<file path="config.mk">
export PLATFORM = sky130hd
export DESIGN_NAME = fetch_pc_unit
export DESIGN_NICKNAME = d
export VERILOG_FILES = /design/src/rtl/fetch_pc_unit.sv
export SDC_FILE = /design/constraint.sdc
export NUM_CORES = 1
export LEC_CHECK = 0
export BUFFER_PORTS_ARGS = -buffer_cell sky130_fd_sc_hd__buf_4
export CORE_ASPECT_RATIO = 1.4
export CORE_MARGIN = 3
export CORE_UTILIZATION = 40
export DETAILED_ROUTE_END_ITERATION = 7
export PLACE_DENSITY_LB_ADDON = 0.25
export SYNTH_ARGS = -nofsm -noshare
export SYNTH_HDL_FRONTEND = slang
export SYNTH_SLANG_ARGS = --single-unit
</file>
<file path="constraint.sdc">
create_clock -name clk_i -period 2.2 [get_ports clk_i]
set_input_delay 0.44 -clock clk_i [delete_from_list [all_inputs] [get_ports clk_i]]
set_output_delay 0.44 -clock clk_i [all_outputs]
set_load 0.05 [all_outputs]
</file>
<file path="src/rtl/fetch_pc_unit.sv">
// fetch_pc_unit: fetch PC with stall/flush/redirect and optional BTB + 2-bit predictor (BTB_PREDICT_EN)
module fetch_pc_unit #(
   parameter int              XLEN      = 32,
   parameter logic [XLEN-1:0] RESET_PC  = '0,
   parameter int              BTB_DEPTH = 16,
   parameter int              IDX_W     = $clog2(BTB_DEPTH)
) (
   input  logic            clk_i,
   input  logic            rst_i,
   input  logic            start_i,
   input  logic            stall_i,
   input  logic            jump_i,
   input  logic [XLEN-1:0] jump_target_i,
   input  logic            redirect_i,
   input  logic [XLEN-1:0] redirect_pc_i,
   input  logic            upd_valid_i,
   input  logic [XLEN-1:0] upd_pc_i,
   input  logic            upd_taken_i,
   input  logic [XLEN-1:0] upd_target_i,
   output logic [XLEN-1:0] pc_o,
   output logic            valid_o,
   output logic            pred_taken_o,
   output logic [XLEN-1:0] pred_pc_o,
   output logic            flush_o
);
   localparam int TAG_W = XLEN - IDX_W - 2;
   logic [XLEN-1:0] pc_q, pc_plus4;
   logic            hold;
   assign pc_o     = pc_q;
   assign pc_plus4 = pc_q + XLEN'(4);
   assign hold     = !redirect_i && !jump_i && (stall_i || !start_i);
   assign flush_o  = rst_i & (redirect_i | jump_i);
   always_ff @(posedge clk_i or negedge rst_i)
      if (!rst_i) begin
         pc_q    <= RESET_PC;
         valid_o <= 1'b0;
      end else begin
         pc_q    <= redirect_i ? redirect_pc_i : jump_i ? jump_target_i : hold ? pc_q : pred_pc_o;
         valid_o <= start_i & (redirect_i | jump_i | !stall_i);
      end
`ifdef BTB_PREDICT_EN
   logic [BTB_DEPTH-1:0] v_q;
   logic [1:0]           cnt_q [BTB_DEPTH];
   logic [TAG_W-1:0]     tag_q [BTB_DEPTH];
   logic [XLEN-1:0]      tgt_q [BTB_DEPTH];
   logic [IDX_W-1:0]     l_idx, u_idx;
   logic [TAG_W-1:0]     l_tag, u_tag;
   logic                 u_hit, unused_lsb;
   logic [1:0]           u_cnt;
   assign l_idx        = pc_q[IDX_W+1:2];
   assign l_tag        = pc_q[XLEN-1:IDX_W+2];
   assign u_idx        = upd_pc_i[IDX_W+1:2];
   assign u_tag        = upd_pc_i[XLEN-1:IDX_W+2];
   assign unused_lsb   = ^upd_pc_i[1:0];
   assign u_cnt        = cnt_q[u_idx];
   assign u_hit        = v_q[u_idx] && tag_q[u_idx] == u_tag;
   assign pred_taken_o = v_q[l_idx] && tag_q[l_idx] == l_tag && cnt_q[l_idx][1];
   assign pred_pc_o    = pred_taken_o ? tgt_q[l_idx] : pc_plus4;
   // not-taken misses never allocate; taken misses replace the entry weakly-taken
   always_ff @(posedge clk_i or negedge rst_i)
      if (!rst_i) begin
         v_q <= '0;
         for (int i = 0; i < BTB_DEPTH; i++) cnt_q[i] <= 2'b01;
      end else if (upd_valid_i && (u_hit || upd_taken_i)) begin
         v_q[u_idx]   <= 1'b1;
         cnt_q[u_idx] <= !u_hit ? 2'b10 : upd_taken_i ? (u_cnt == 2'b11 ? u_cnt : u_cnt + 2'd1)
                                                      : (u_cnt == 2'b00 ? u_cnt : u_cnt - 2'd1);
      end
   always_ff @(posedge clk_i)
      if (upd_valid_i && upd_taken_i) begin
         tag_q[u_idx] <= u_tag;
         tgt_q[u_idx] <= upd_target_i;
      end
`else
   logic unused_upd;
   assign unused_upd   = ^{upd_valid_i, upd_pc_i, upd_taken_i, upd_target_i};
   assign pred_taken_o = 1'b0;
   assign pred_pc_o    = pc_plus4;
`endif
endmodule

</file>
==> results of run 1 <==
==> worst register-to-register path: stages (launching register included) <==
cell	delay, ns
dfrtp_2	0.39
ha_4	0.14
nand4_1	0.13
buf_4	0.19
nor2_4	0.20
buf_6	0.13
nand4_4	0.12
buf_6	0.17
or4_4	0.51
nand3_2	0.09
==> where the power goes <==
group,total (W),internal [W],switching [W],leakage [nW]
sequential,0.000749,0.000678,0.0000710,0.354
clock,0.000508,0.000256,0.000252,0.0455
combinational,0.00151,0.000584,0.000926,1.84
==> cells by family after synthesis <==
family / synth area share, %
adder cells (fa/ha/maj): 0.498
other: 0.149
XOR/XNOR: 16.4
multiplexers: 3.19
AND/OR/NAND/NOR: 25.1
buffers and inverters: 5.08
flip-flops: 32.9
AO/OA/AOI/OAI: 16.7
==> state kept, by name, indices dropped and copies added (netlist names) <==
name / cells
valid_o: 1
pc_o: 32
==> worst min-delay path by stage <==
stage,slack [ns],to,depth (start not counted),from
floorplan,0.14,pc_o[0],0,rst_i
global placement,0.53,pc_o[4],2,rst_i
detailed placement,0.53,pc_o[4],2,rst_i
CTS,0.22,pc_o[0],2,rst_i
global route,0.24,pc_o[7],2,rst_i
finish,0.21,pc_o[4],2,rst_i
==> layer usage <==
layer  wire length [µm]  part of all wire (%)  up-vias  global-route usage [%]
met2               6040                    52      220                    56.2
met1               3940                    34     1606                    34.4
met3                984                   8.5       68                    6.91
met4                628                   5.4        0                    16.8
met5                  0                     0        -                       0
li1                   -                     -     1477                       -
==> area by class of cell <==
| cell class | instances | area (µm²) |
|---|---|---|
| fill | 356 | 988 |
| sequential | 33 | 861 |
| clock buffer | 8 | 90.1 |
| timing repair buffer | 215 | 1780 |
| multi-input combinational | 241 | 2160 |
| tap | 70 | 87.6 |
| inverter | 6 | 22.5 |
==> placed cells by master, fill, tap and decap left out, drive strengths merged, types with 2 or more instances in the layout <==
| master | instances |
|---|---|
| a21oi | 24 |
| clkbuf | 8 |
| o21a | 2 |
| and3 | 4 |
| nand2 | 27 |
| a222oi | 2 |
| or3 | 3 |
| nand3 | 19 |
| nand2b | 2 |
| xor2 | 19 |
| a22oi | 6 |
| buf | 215 |
| and2 | 2 |
| mux2i | 8 |
| nor3 | 8 |
| inv | 6 |
| or4 | 2 |
| o21ai | 17 |
| nor2 | 23 |
| xnor2 | 28 |
| o22ai | 13 |
| dfrtp | 33 |
| nand4 | 16 |
| nor4 | 4 |
==> through the flow <==
stage                     utilization (%)  area [µm²]  worst slack, ns
after global routing                 83.5        5000           -0.369
after floorplan                         -        3040           -0.266
final                                83.5        5000           -0.277
after CTS                            82.1        4920           -0.261
after detailed placement             74.1        4440           -0.112
after global placement               74.1        4440          -0.0855
==> timing repair <==
| item | CTS | global route |
|---|---|---|
| endpoints found under the setup margin | 21 | 22 |
| resized for setup | 57 | 8 |
| buffers inserted | 18 | 6 |
| hold buffers | 0 | 0 |
| pin swaps | 28 | 21 |
==> results.md, run 1 <==
- Status: complete, but fails checks
- Failing checks: setup timing
- Root buffer cell: clkbuf_8
- Final Instance Count excl. Fillers: 573
- Layout Skew: 0.00478 ns
- Effective utilization at floorplan: 42.0%
- RD Place Congestion: 0.869
- Setup violators final: 21
- Total track usage: 31.8%
- Clk buf depth: 2
- Bufs and invs on worst path: 3
- R2R depth: 9
- Main synth FF type: dfrtp_1
- Crit path DAT: 2.04 ns
- CP cell instances: nand4_4 > buf_12 > nor4_4 > buf_4 > nand4_1 > xnor2_4 > buf_6
- Area leader, netlist: dfrtp_1
- Pleak: 2.24 nW
- Final HPWL DP: 7.76 mm
- HP Class: primary input to asynchronous set/reset pin
- First-pass GRT wire length: approximately 18 mm
- Reg clk slew, reported paths: 0.07 ns
- VDD IR-drop max: 506 µV
- MaxCap Viol Count: 0
- Diode count: 0
- Initial DRC Count: 330
- Congestion Overflow GR: 0
- Largest net degree at the start of global routing: 34
- Syn Area/Cell: 8.30 µm²
- WHS: 0.206 ns
- Crit Path Class: register to output pin
- DIE HEIGHT: roughly 100 µm
- Synth Register Bits: 33
- Drt pass-1 iters: 7
- Via count: 3,371
- Reg2Reg Capture Point: pc_o[22]
- Count leader, synth: dfrtp_1
- Htree depth: 2
- Post-Syn Area: 2510 µm²
- Crit Reg-Reg Startpoint: pc_o[3]
- Setup TNS: -3.89 ns
- Synth cell types: 45
- DP Cell Count: 541
- Slowest cell on crit path: dfrtp_2
- PortBufs: 135
- Max Freq: 404 MHz
- Post-synth top area share: 32.9%
- WP data required: 1.76 ns
- Worst Tran Pin Value: 0.541 ns
- Vias in the first global route: 3,566
- WL per Instance: about 20 µm
- ANT nets after route: 0
- Via/cell ratio: 5.88
- Flop2flop setup slack: around 0.080 ns
- Seq/Total Area, Yosys: between 30% and 40%
- Worst Setup SP: pc_o[8]
- Final Hold Viols: 0
- Crit path max fanout: 5
- Worst setup EP type: output pin
- Fin worst setup slack: -0.277 ns
- Worst setup endpoint: pred_pc_o[31]
- Io pins: 203
- EDFF count, synth: 0
- Yosys warns: 0
- Post-synthesis net count: 440
- Clk_lat worst skew: 0.30 ns
- Slew Limit Fails: 0
- CTS buffer count: 5
- Num Clock Sinks: 33
- Minimum clock period after layout: 2.48 ns
- Die width: 73.0 µm
- Die area: 7280 µm²
- CTS tree: yes
- Largest cells by area after synthesis: dfrtp_1, xnor2_1, xor2_1
- Top cells by count, synth: dfrtp_1, xnor2_1, nand2_1
- Async SR Flop Fraction: between 90% and 100%
- RSZ-0062 raised after global routing: yes
- Synthesized instance count: about 300
- Final wirelength: 11.6 mm
- Relative slew margins: 63.9%
- Total power: 0.00277 W
- Fin crit share: 113%
- Core area: 5990 µm²
- Num rows: 33
- CP Launch Type: register
- # DRC: 0
- WP depth: 7
- Largest stage delay, worst path: between 0.3 and 0.4 ns
- Final #Nets: 639
- Initial antenna violation count: 0
- Area Growth Syn to Fin: 98.9%
- CP delay by family, top: simple AND/OR/NAND/NOR gates
- Layout cell share with drive strength beyond 1: 61.8%
- Cell Pwr Density: 553 nW/µm²
Note: power is estimated with default switching activity, not from simulation.
==> run 2: changes to the inputs <==
Settings changed: CORE_UTILIZATION 40 to 36.
Clock period 2.2 ns to 2.1 ns, I/O delays scaled along.
==> run 2 against run 1 <==
The run still ends with setup timing left; highest routed layer unchanged; first-iteration DRC count is 35% lower; cell count is 5.6% higher; register-to-register slack worse by 0.03 ns; clock skew hardly changed; total power is 2.7% higher; critical path depth stayed put.
==> results.md, run 2 (synthesized netlist as in run 1, its figures left out) <==
- Status: complete, but fails checks
- Failing checks: setup timing
- Final Util: 76.3%
- VDD IR-drop max: 487 µV
- Htree depth: 2
- Effective utilization at floorplan: 37.5%
- CTS tree: yes
- Logic pwr share: a little over half
- Via/cell ratio: 5.29
- Slew Limit Fails: 0
- Setup TNS: -5.03 ns
- Sw frac: 44.3%
- Num rows: 35
- Total track usage: 26.3%
- Cell Pwr Density: ~560 nW/µm²
- RSZ-0062 raised after global routing: yes
- Minimum clock period after layout: about 2.5 ns
- Flop2flop setup slack: 0.05 ns
- Reg2Reg Capture Point: pc_o[22]
- Fin crit share: 117%
- Crit Reg-Reg Startpoint: pc_o[7]
- Most frequent cells in the layout: buf_4, buf_6, dfrtp_2
- First-pass GRT wire length: around 17 mm
- # DRC: 0
- Layout Skew: 0.00445 ns
- Diode count: 0
- Final Hold Viols: 0
- Area Growth Syn to Fin: 103%
- Crit path DAT: roughly 2.0 ns
- Layout Cell Area excl Fill: 5110 µm²
- Drt pass-1 iters: 4
- Pleak: 2.36 nW
- Largest register FFs: 32
- ANT nets after route: 0
- CP Launch Type: register
- Largest net degree at the start of global routing: 34
- Setup violators final: 21
- Crit path max fanout: 4
- Most common cell after layout, fill and taps aside: buf_4
- Layout cell share with drive strength beyond 1: 62.4%
- Worst setup EP type: output pin
- Num Clock Sinks: 33
- Final #Nets: 649
- Clock group share of total power: 18.0%
- Congestion Overflow GR: 0
- WP data required: between 1.5 and 2 ns
- Final HPWL DP: 7.89 mm
- Initial antenna violation count: 0
- Total power: 0.00284 W
- Dpl cell area: between 4000 and 5000 µm²
- Root buffer cell: clkbuf_8
- RD Place Congestion: 0.894
- Die width: 76.6 µm
- Final wirelength: 10.6 mm
- Max Freq: 406 MHz
- Final Instance Count excl. Fillers: roughly 610
- MaxCap Viol Count: 0
- Vias in the first global route: 3,474
- Crit Path Class: register to output pin
- HP Class: primary input to asynchronous set/reset pin
- PortBufs: approximately 140
- Sequential power share: 27.2%
- Die area: 8040 µm²
- Net Sw Power: 0.00126 W
- Core area: 6700 µm²
- CTS buffer count: 5
- # fillers: between 400 and 500
- Fin worst setup slack: -0.362 ns
- Clk_lat worst skew: 0.29 ns
- DIE HEIGHT: around 100 µm
- Reg clk slew, reported paths: roughly 0.07 ns
- Via count: 3,199
- R2R depth: 10
- WL per Instance: roughly 17 µm
- DP Cell Count: 575
- Initial DRC Count: approximately 210
- Worst Setup SP: pc_o[13]
- Clk buf depth: 2
- Int Power: 0.00158 W
- Io pins: just over 200
## run 2: cell types whose count changed in the layout (fill, tap and decap cells not counted), moves of 2 or more
cell	delta
nand2_4	+5
nand3_1	+2
buf_4	+11
xnor2_2	+2
nand2_2	-6
nor3_1	-2
nand3_2	-2
## run 2: final cells by class
type / instances / area [µm²] / share of cell area [%]
multi-input combinational: 241 / 2180 / 42.6
timing repair buffer: 225 / 1840 / 36.1
sequential: 33 / 860 / 16.8
tap: 92 / 115 / 2.25
clock buffer: 8 / 90.1 / 1.76
inverter: 6 / 22.5 / 0.441
## run 2: timing repair
action | CTS | global route
hold buffers | 0 | 0
pin swaps | 27 | 8
cloned | 0 | 0
gates resized for setup | 58 | 16
endpoints found under the hold margin | 0 | 0
endpoints found under the setup margin | 24 | 27
buffers inserted | 15 | 11
## run 2: worst max-delay path by stage
stage,end,slack (ns),depth (start not counted)
floorplan,pred_pc_o[31],-0.34,6
global placement,pred_pc_o[25],-0.16,7
detailed placement,pred_pc_o[31],-0.17,7
CTS,pred_pc_o[23],-0.35,6
global route,pred_pc_o[31],-0.40,7
finish,pred_pc_o[31],-0.36,7
## run 2: power groups by stage
stage	Combinational, W	Sequential (W)	Clock (W)
after floorplan	0.000665	0.00107	0
after global placement	0.00146	0.000778	0
after detailed placement	0.00147	0.000782	0
after CTS	0.00154	0.000770	0.000517
after global routing	0.00164	0.000782	0.000547
final	0.00156	0.000774	0.000511
## run 2: stage by stage
| step | hold slack, ns | setup slack (ns) |
|---|---|---|
| detailed placement | 0.498 | -0.168 |
| finish | 0.173 | -0.362 |
| CTS | 0.185 | -0.354 |
| global route | 0.209 | -0.404 |
| global placement | 0.498 | -0.158 |
| floorplan | 0.124 | -0.337 |
## run 2: critical path, stage by stage (launching register included)
cell,delay [ns]
dfrtp_2,0.39
nand4_4,0.14
buf_6,0.15
nor4_4,0.30
buf_6,0.16
nand4_1,0.23
xnor2_4,0.21
buf_6,0.17
## run 2: layer usage
layer	global-route usage [%]	vias to the layer above	part of all wire, %
met5	0	-	0
met4	10.2	0	2.3
met3	5.78	19	7.2
met2	48.9	148	56
met1	28.7	1536	35
li1	-	1496	-
